## config.mk

```make
export PLATFORM = sky130hd
export DESIGN_NAME = counter_monitor
export DESIGN_NICKNAME = d
export VERILOG_FILES = /design/src/rtl/counter_monitor.sv
export SDC_FILE = /design/constraint.sdc
export NUM_CORES = 1
export LEC_CHECK = 0
export ABC_AREA = 1
export CAP_MARGIN = 20
export CORE_ASPECT_RATIO = 0.75
export CORE_MARGIN = 2
export CORE_UTILIZATION = 45
export CTS_BUF_LIST = sky130_fd_sc_hd__clkbuf_16
export DETAILED_ROUTE_END_ITERATION = 6
export PLACE_DENSITY = 0.71
export SLEW_MARGIN = 10
export SYNTH_ARGS = -nofsm -noshare
export SYNTH_HDL_FRONTEND = slang
export SYNTH_SLANG_ARGS = --single-unit
export TNS_END_PERCENT = 50
```

## constraint.sdc

```tcl
create_clock -name clk -period 2.64 [get_ports clk]
set_clock_uncertainty 0.2 [all_clocks]
set_input_delay 0.66 -clock clk [delete_from_list [all_inputs] [get_ports clk]]
set_output_delay 0.66 -clock clk [all_outputs]
set_load 0.1 [all_outputs]
```

## src/rtl/counter_monitor.sv

```systemverilog
// Watches an 8-bit counter and its complement companion: classifies each accepted
// step, keeps saturating step/wrap/jump statistics, a sticky integrity flag and a threshold alarm.
//
// state | meaning
// INIT  | no reference sample yet; next good sample loads prev only
// TRACK | prev holds the last good sample; good samples are classified against it
module counter_monitor (
  input  logic        clk,
  input  logic        rst,
  input  logic [7:0]  value,
  input  logic [7:0]  value_inv,
  input  logic        en,
  input  logic        clr,
  input  logic [7:0]  thresh_hi,
  input  logic [7:0]  thresh_lo,
  output logic [1:0]  dir,
  output logic        wrap_pulse,
  output logic [15:0] step_cnt,
  output logic [7:0]  wrap_cnt,
  output logic [7:0]  jump_cnt,
  output logic        err,
  output logic        alarm
);

  typedef enum logic {
    INIT  = 1'b0,
    TRACK = 1'b1
  } state_t;

  localparam logic [1:0] DIR_HOLD = 2'b00;
  localparam logic [1:0] DIR_UP   = 2'b01;
  localparam logic [1:0] DIR_DOWN = 2'b10;
  localparam logic [1:0] DIR_JUMP = 2'b11;

  state_t      state, state_nxt;
  logic [7:0]  prev, prev_nxt;
  logic [1:0]  dir_nxt;
  logic        wrap_pulse_nxt;
  logic [15:0] step_cnt_nxt;
  logic [7:0]  wrap_cnt_nxt;
  logic [7:0]  jump_cnt_nxt;
  logic        err_nxt;
  logic        alarm_nxt;

  logic        good;
  logic [7:0]  delta;
  logic        is_wrap;
  logic        alarm_eval;

  assign good    = (value_inv == ~value);
  assign delta   = value - prev;
  assign is_wrap = ((prev == 8'hFF) && (value == 8'h00)) ||
                   ((prev == 8'h00) && (value == 8'hFF));

  // Set wins over release when the thresholds overlap.
  always_comb begin
    alarm_eval = alarm;
    if (value >= thresh_hi) begin
      alarm_eval = 1'b1;
    end else if (value <= thresh_lo) begin
      alarm_eval = 1'b0;
    end
  end

  always_comb begin
    state_nxt      = state;
    prev_nxt       = prev;
    dir_nxt        = dir;
    wrap_pulse_nxt = 1'b0;
    step_cnt_nxt   = step_cnt;
    wrap_cnt_nxt   = wrap_cnt;
    jump_cnt_nxt   = jump_cnt;
    err_nxt        = err;
    alarm_nxt      = alarm;

    if (clr) begin
      state_nxt    = INIT;
      prev_nxt     = 8'h00;
      dir_nxt      = DIR_HOLD;
      step_cnt_nxt = 16'h0000;
      wrap_cnt_nxt = 8'h00;
      jump_cnt_nxt = 8'h00;
      err_nxt      = 1'b0;
      alarm_nxt    = 1'b0;
    end else if (en) begin
      if (!good) begin
        err_nxt = 1'b1;
      end else begin
        prev_nxt  = value;
        alarm_nxt = alarm_eval;
        case (state)
          INIT: begin
            dir_nxt   = DIR_HOLD;
            state_nxt = TRACK;
          end
          TRACK: begin
            case (delta)
              8'h00: dir_nxt = DIR_HOLD;
              8'h01: begin
                dir_nxt = DIR_UP;
                if (step_cnt != 16'hFFFF) step_cnt_nxt = step_cnt + 16'd1;
              end
              8'hFF: begin
                dir_nxt = DIR_DOWN;
                if (step_cnt != 16'hFFFF) step_cnt_nxt = step_cnt + 16'd1;
              end
              default: begin
                dir_nxt = DIR_JUMP;
                if (jump_cnt != 8'hFF) jump_cnt_nxt = jump_cnt + 8'd1;
              end
            endcase
            if (is_wrap) begin
              wrap_pulse_nxt = 1'b1;
              if (wrap_cnt != 8'hFF) wrap_cnt_nxt = wrap_cnt + 8'd1;
            end
          end
          default: state_nxt = INIT;
        endcase
      end
    end
  end

  always_ff @(posedge clk or posedge rst) begin
    if (rst) begin
      state      <= INIT;
      prev       <= 8'h00;
      dir        <= DIR_HOLD;
      wrap_pulse <= 1'b0;
      step_cnt   <= 16'h0000;
      wrap_cnt   <= 8'h00;
      jump_cnt   <= 8'h00;
      err        <= 1'b0;
      alarm      <= 1'b0;
    end else begin
      state      <= state_nxt;
      prev       <= prev_nxt;
      dir        <= dir_nxt;
      wrap_pulse <= wrap_pulse_nxt;
      step_cnt   <= step_cnt_nxt;
      wrap_cnt   <= wrap_cnt_nxt;
      jump_cnt   <= jump_cnt_nxt;
      err        <= err_nxt;
      alarm      <= alarm_nxt;
    end
  end

endmodule

```

# --- After elaboration in Yosys (flattened, before gate mapping) ---
# Index checks and enable logic that the tools add are counted.
totals:
  inputBits: 36
  out_inout_bits: 37
  reg_bits: 46
classes:
  mux: 42
  reduce_logical: 23
  magnitude_cmp: 2
  n_addsub: 4
  eq_ne: 10
  bitwise: 2
ops:
  columns: ["operator", "n"]
  rows:
  - ["8-bit 2-to-1 mux", 15]
  - ["16-bit 2-to-1 mux", 6]
  - ["8-bit == test (second input constant)", 3]
  - ["8-bit zero test", 3]
  - ["16-bit by 1-bit adder with 16-bit output (second input constant)", 1]
  - ["8-bit by 1-bit adder with 8-bit output (second input constant)", 2]
  - ["1-bit 2-to-1 mux", 16]
  - ["16-bit inequality test (second input constant)", 1]
  - ["8-bit inequality test (second input constant)", 2]
  - ["2-bit nonzero test", 8]
  - ["5-bit AND reduction", 3]
  - ["8-bit by 1-bit == test with 1-bit output (second input constant)", 1]
  - ["8-bit == test", 1]
  - ["8-bit greater-or-equal comparator", 1]
  - ["8-bit <= comparator", 1]
  - ["8-bit NOT", 1]
  - ["8-bit subtractor", 1]
  - ["2-bit 2-to-1 mux", 3]
  - ["2-bit case mux with 3 select lines", 1]
  - ["2-bit case mux with 2 select lines", 1]
  - ["2-bit AND reduction", 2]
  - ["3-bit AND reduction", 1]
  - ["3-bit nonzero test", 1]
  - ["3-bit OR reduction", 1]
  - ["other kinds (6)", 7]

# --- Longest topological paths before layout ---
# Gate-level depths: netlist of the first run.
logic_depth:
  ltp_word: 8
  mapped_depth: 18
  ltp_nobuf: 18

# --- Worst setup path after synthesis of the first run ---
# No wires, ideal clock.
synth_timing:
  path_kind: "reg2reg"
  from: "register step_cnt[0]"
  to: "register step_cnt[0]"
  path_slack_ns: -0.271
  setup_time_ns: 0.121
  t_arrival_ns: 2.590
  stages_incl_launch_ff: 14
  synth_period_minus_slack_ns: 2.911
  path_cell_list: "dfrtp_1 -> ha_1 -> nand3_2 -> nor2_2 -> nand2_2 -> nor3_2 -> nand3_1 -> nor2_2 -> a21oi_2 -> nand2_4 -> nand2_4 -> buf_6 -> nand2_1 -> nand2_1"
synth_between:
  elab_chain_cells: 7
synth_rtl:
  columns: ["item", "line_no", "rtl"]
  rows:
  - ["start, declared", "18", "output logic [15:0] step_cnt,"]
  - ["start signal, assigned", "139", "step_cnt <= step_cnt_nxt;"]
  - ["16-bit by 1-bit adder with 16-bit output", "101, 105", null]
  - ["16-bit 2-to-1 mux", "101, 105", null]
  - ["16-bit 2-to-1 mux", null, null]
  - ["16-bit 2-to-1 mux", "91", "case (state)"]
  - ["16-bit 2-to-1 mux", "86", "if (!good) begin"]
  - ["16-bit 2-to-1 mux", "85", "end else if (en) begin"]
  - ["16-bit 2-to-1 mux", "76", "if (clr) begin"]
# Parallel ways exist; a longest one is shown, timed or not. The select of a mux whose other input is x is not followed.
# A chain may end at the register's enable or synchronous reset.

# --- Worst setup path in the final report of the first run ---
layout_timing:
  from: "input value[0]"
  to: "register step_cnt[5]"
layout_between:
  elab_chain_cells: 5
layout_rtl:
  columns: ["item", "line_no", "rtl"]
  rows:
  - ["start, declared", "10", "input logic [7:0] value,"]
  - ["8-bit subtractor", "51", "assign delta = value - prev;"]
  - ["8-bit == test or 8-bit by 1-bit == test with 1-bit output (tied branches)", "97", "case (delta)"]
  - ["2-bit OR reduction (no line)", null, null]
  - ["2-bit nonzero test (no line)", null, null]
  - ["5-bit AND reduction (no line) *", null, null]
# Every way passes the cells marked *; elsewhere a longest branch is shown, timed or not.

==> results of run 1 <==
-- report_power, final --
part,total (uW),internal [uW],leakage [uW],switching (uW)
Sequential,722,713,0.000627,9.30
Clock,700,440,0.0000826,259
Combinational,409,167,0.00192,241
-- logic make-up after synthesis --
family / Yosys count
and+or+nand+nor: 287
buffers and inverters: 94
AOI/OAI and AO/OA: 49
DFF: 46
adders and majority gates: 28
xor gates and xnor gates: 19
-- routing by layer --
| layer | GRT usage, % | vias up | share of wire, % |
|---|---|---|---|
| li1 | - | 1957 | - |
| met1 | 34.0 | 1821 | 47 |
| met2 | 40.8 | 119 | 47 |
| met3 | 3.81 | 12 | 5.5 |
| met4 | 5.77 | 0 | 0.92 |
| met5 | 0 | - | 0 |
-- area by class of cell --
cell class / count / share of cell area, %
multi-input combinational: 386 / 46.2
tap: 105 / 2.53
clock inverter: 3 / 0.724
inverter: 84 / 6.18
clock buffer: 5 / 2.41
sequential: 46 / 22.4
timing repair buffer: 124 / 19.6
-- cell usage after synthesis, drive strengths merged, types with 15 or more instances --
library cell  instances  area [um^2]
nand3                49          250
o21ai                15         75.1
a21oi                18         97.6
nor3                 17         90.1
nand2               134          531
xor2                 16          140
dfrtp                46         1150
inv                  84          315
nand4                26          178
nor2                 54          210
ha                   27          338
-- critical path: stages --
cell     delay, ps
buf_8          100
inv_6           50
ha_4           120
inv_2           40
fa_2           370
nand2_2         70
nand3_2         70
nand3_2         90
nand2_2         70
nand2_2         90
nand2_2         60
nor2_4          90
nand4_1        160
nand2_4        200
nand2_8        110
nand2_8        120
nand2_4         50
nand2_2         70
-- state kept, by name, indices dropped and copies added (netlist names) --
name / flops
step_cnt: 16
jump_cnt: 8
prev: 8
wrap_cnt: 8
dir: 2
alarm: 1
err: 1
state: 1
wrap_pulse: 1
-- what timing repair did --
action	CTS	global route
endpoints found under the setup margin	44	34
gates resized for setup	23	51
pin swaps	10	24
gates cloned	3	0
setup buffers	5	2
-- worst paths after layout --
kind	endpoint	cells past startpoint
worst min-delay path	err	2
worst max register to register	step_cnt[5]	16
worst max-delay path	step_cnt[5]	18
max in group asynchronous	jump_cnt[2]	3
min in group asynchronous	wrap_cnt[4]	2
worst min register to register	err	2
-- metrics by stage --
| stage | cells | TNS (ps) | instance area [um^2] |
|---|---|---|---|
| 6_report | 753 | 0 | 5190 |
| 5_1_grt | 753 | -429 | 5190 |
| 4_1_cts | 751 | 0 | 5040 |
| 3_5_place_dp | 735 | -21740 | 4710 |
| 3_3_place_gp | 735 | -18640 | 4710 |
| 2_1_floorplan | 523 | 0 | 3680 |
==> impl_metrics.tcl, run 1 <==
set metrics [dict create \
    num_antenna_cells 0 \
    fin_util_pct 65.8 \
    synth_top_family_by_area "simple AND/OR/NAND/NOR gates" \
    final_layout_size_suffix_gt1_share_pct 26.7 \
    htree_levels 2 \
    drt-initial-drc-count 229 \
    antenna_found_initial 0 \
    gp_congestion 0.910 \
    dieArea_mm2 0.00886 \
    relSlewSlack_pct 70.6 \
    syn2layout_area_growth_pct 42.0 \
    hold_buffers 0 \
    rsz0062_at_grt "yes" \
    post-route-period-util_pct 97.3 \
    ant_nets 0 \
    synthArstFlopShare_pct 100 \
    muxShareOfSynthArea_pct 0 \
    seq_area_mm2 0.00116 \
    die_h_um 82.0 \
    final-hold-violation-count 0 \
    wire_per_inst_um 14.1 \
    seq_area_frac_synth_pct 31.5 \
    start_kind "input pin" \
    multi_input_area_mm2 0.00240 \
    syn-num-nets 587 \
    track_usage_pct 24.6 \
    finalSetupViolCount 0 \
    place_ws_ps -666 \
    via_per_inst 5.19 \
    core_area_mm2 0.00788 \
    regToRegStartpoint "prev[0]" \
    cts_buffer_depth 2 \
    fin_total_pwr_uw 1830 \
    end_kind "register" \
    drtPass1Iterations 5 \
    clock_sinks 46 \
    grt_pass1_wl_mm 17.2 \
    wl_mm 10.6 \
    fin_nets 711 \
    synth-xor-area-share_pct 4.56 \
    r2r_setup_slack_ps 120 \
    startpoint "value[0]" \
    synth_area_mm2 0.00365 \
    cts_tree "built" \
    vias 3909 \
    layout_min_cycle_time_ps 2570 \
    cp_data_arrival_time_ps 2600 \
    grt_start_max_net_pins 29 \
    fillerInstances 678 \
    synth_compound_area_share_pct 7.81 \
    clkTransAtPathRegs_ps 60 \
    worst_ep_required_time_ps 2670 \
    avgSynthCellArea_um2 6.98 \
    synth-simple-area-share_pct 35.9 \
    yosys_warnings 0 \
    drcViolationCount 0 \
    insertion_delay_ps 280 \
    pin_count 73 \
    ys.flop_type "dfrtp_1" \
    path_class "in -> reg" \
    tightest_slew_ps 437 \
    synthCells 523 \
    min_from "err" \
    ir_drop_uv 349 \
    fin_hold_ws_ps 313 \
    cp_max_fo 7 \
    synth_adder_area_share_pct 9.80 \
    synth-edff-count 0 \
    maxCapViolations 0 \
    die-width_um 108 \
    layout_commonest_cell "nand2_1" \
    layout_common_cells "102 x nand2_1, 87 x buf_4, 80 x inv_1" \
    ys_seq_elements 46 \
    ys_types 37 \
    io_buffers 72 \
    p_leak_uw 0.00263 \
    start_util_pct 46.3 \
    fp-row-count 28 \
    outcome "completed" \
    first_global_vias 3660 \
    max_freq_ghz 0.389 \
    hold_class "reg -> reg" \
    setup_ws_ps 70.8 \
    slew_violations 0 \
    root_buffer "clkbuf_16" \
    overflow 0 \
    post-dp-hpwl_mm 7.91 \
    cts_made_buffers 5 \
    power_density_mw_per_mm2 353 \
]
(Power assumes the default switching activity.)
==> inputs of run 2 (changes only) <==
CORE_ASPECT_RATIO = 1.25   (was 0.75)
clock period = 3.15 ns   (was 2.64 ns; I/O delays follow)
==> impl_metrics.tcl, run 2 (synthesis gave the netlist of run 1 again) <==
set metrics [dict create \
    start_util_pct 46.6 \
    p_sw_share_pct 28.2 \
    grt_pass1_wl_mm 16.7 \
    cts_made_buffers 5 \
    grt_start_max_net_pins 47 \
    cts_buffer_depth 2 \
    pin_count 73 \
    fin_nets 690 \
    end_kind "register" \
    p_int_uw 1100 \
    ant_nets 0 \
    insertion_delay_ps 290 \
    overflow 0 \
    tightest_slew_ps 601 \
    fin_total_pwr_uw 1530 \
    largest_register "step_cnt" \
    post-dp-hpwl_mm 7.30 \
    gp_congestion 0.930 \
    io_buffers 72 \
    cpPeakStageDelay_ps 540 \
    slew_violations 0 \
    die-width_um 84.6 \
    outcome "completed" \
    wl_mm 9.80 \
    startpoint "value[4]" \
    via_per_inst 5.26 \
    holdPathStages 2 \
    final_layout_size_suffix_gt1_share_pct 17.4 \
    first_global_vias 3717 \
    track_usage_pct 22.5 \
    pwr-share-comb_pct 20.3 \
    antenna_found_initial 0 \
    clock_sinks 46 \
    cp_max_fo 6 \
    largest_register_ffs 16 \
    root_buffer "clkbuf_16" \
    syn2layout_area_growth_pct 34.1 \
    layout_common_cells "126 x nand2_1, 81 x inv_1, 68 x buf_4" \
    fin_tns_setup_ps 0 \
    clkPwrFrac_pct 40.1 \
    rsz0062_at_grt "no" \
    layout_commonest_cell "nand2_1" \
    relSlewSlack_pct 59.9 \
    maxCapViolations 0 \
    drtPass1Iterations 6 \
    worst_ep_required_time_ps 3170 \
    dieArea_mm2 0.00886 \
    power_density_mw_per_mm2 312 \
    num_antenna_cells 0 \
    cp_cell_sequence "clkdlybuf4s50_1 -> buf_4 -> xor2_1 -> nand2_1 -> nor2_1 -> nand4_1 -> a21oi_4 -> buf_4 -> nand4_1 -> nand2_1" \
    cp_data_arrival_time_ps 2980 \
    hold_buffers 0 \
    clkTransAtPathRegs_ps 70 \
    wire_per_inst_um 13.6 \
    layout_min_cycle_time_ps 2960 \
    p_seq_share_pct 39.6 \
    drcViolationCount 0 \
    fin_hold_ws_ps 297 \
    r2r_cells 16 \
    core_area_mm2 0.00784 \
    cts_tree "built" \
    post-route-period-util_pct 94.0 \
    finalSetupViolCount 0 \
    min_from "err" \
    start_kind "input pin" \
    vias 3798 \
    ir_drop_uv 355 \
    drt-initial-drc-count 180 \
    p_sw_uw 431 \
    max_freq_ghz 0.338 \
    htree_levels 2 \
    final-hold-violation-count 0 \
    regToRegStartpoint "prev[0]" \
    hold_class "reg -> reg" \
    die_h_um 105 \
    cpMaxStageDelayCell "clkdlybuf4s50_1" \
    p_leak_uw 0.00250 \
    fp-row-count 36 \
    path_class "in -> reg" \
]
-- run 2: cell count changes in the layout (fill, tap and decap cells not counted), sizes merged --
cell and delta:
buf -22, clkbuf -3, clkdlybuf4s50 +6, dlygate4sd2 -3, dlymetal6s2s +1
-- run 2: cell type report --
| cell class | instances | area, um^2 |
|---|---|---|
| Fill cell | 719 | 2940 |
| Multi-Input combinational cell | 386 | 2280 |
| Sequential cell | 46 | 1150 |
| Timing Repair Buffer | 103 | 866 |
| Inverter | 84 | 315 |
| Clock buffer | 5 | 125 |
| Tap cell | 95 | 119 |
| Clock inverter | 3 | 43.8 |
-- run 2: timing repair --
| action | CTS | global route |
|---|---|---|
| gates resized for setup | 6 | 14 |
| endpoints found under the setup margin | 14 | 22 |
| buffers inserted | 1 | 0 |
| cloned | 3 | 0 |
| pin swaps | 3 | 6 |
-- run 2: per-layer routing --
| layer | track usage (%) | vias up | wire length (um) | share of wire [%] |
|---|---|---|---|---|
| met2 | 40.6 | 74 | 5110 | 52 |
| met3 | 2.21 | 12 | 354 | 3.6 |
| met4 | 5.10 | 0 | 108 | 1.1 |
| met1 | 28.8 | 1790 | 4230 | 43 |
| li1 | - | 1922 | - | - |
| met5 | 0 | - | 0 | 0 |
-- run 2: power groups by stage --
stage / Combinational, uW / Sequential [uW] / Clock (uW)
3_3_place_gp: 291 / 615 / 0
6_report: 310 / 604 / 613
2_1_floorplan: 135 / 660 / 0
5_1_grt: 342 / 605 / 645
4_1_cts: 302 / 604 / 623
3_5_place_dp: 297 / 615 / 0
-- run 2: worst paths after layout --
path	endpoint	slack [ps]
worst max-delay path	step_cnt[1]	190
worst min-delay path	err	300
worst max register to register	step_cnt[13]	650
worst min register to register	err	300
max in group asynchronous	step_cnt[13]	1560
min in group asynchronous	alarm	770
-- run 2: critical path, delay by kind of cell --
| kind | cells | cell delay [ps] |
|---|---|---|
| simple gates | 5 | 730 |
| compound gates | 1 | 390 |
| xor+xnor | 1 | 150 |
| buf+inv | 3 | 930 |
-- run 2: per-stage QoR --
stage | std cells | setup slack (ps) | instance area, um^2 | util [%]
finish | 722 | 188 | 4900 | 62.5
global route | 722 | 6.62 | 4900 | 62.5
CTS | 722 | 10.8 | 4810 | 61.4
detailed placement | 710 | -356 | 4560 | 58.2
global placement | 710 | -299 | 4560 | 58.2
floorplan | 523 | 229 | 3650 | -
==> inputs of run 3 (changes only) <==
CAP_MARGIN = not set   (was 20)
==> results of run 3 <==
Same layout as run 2: the final DEF is identical, and so are final timing and power.
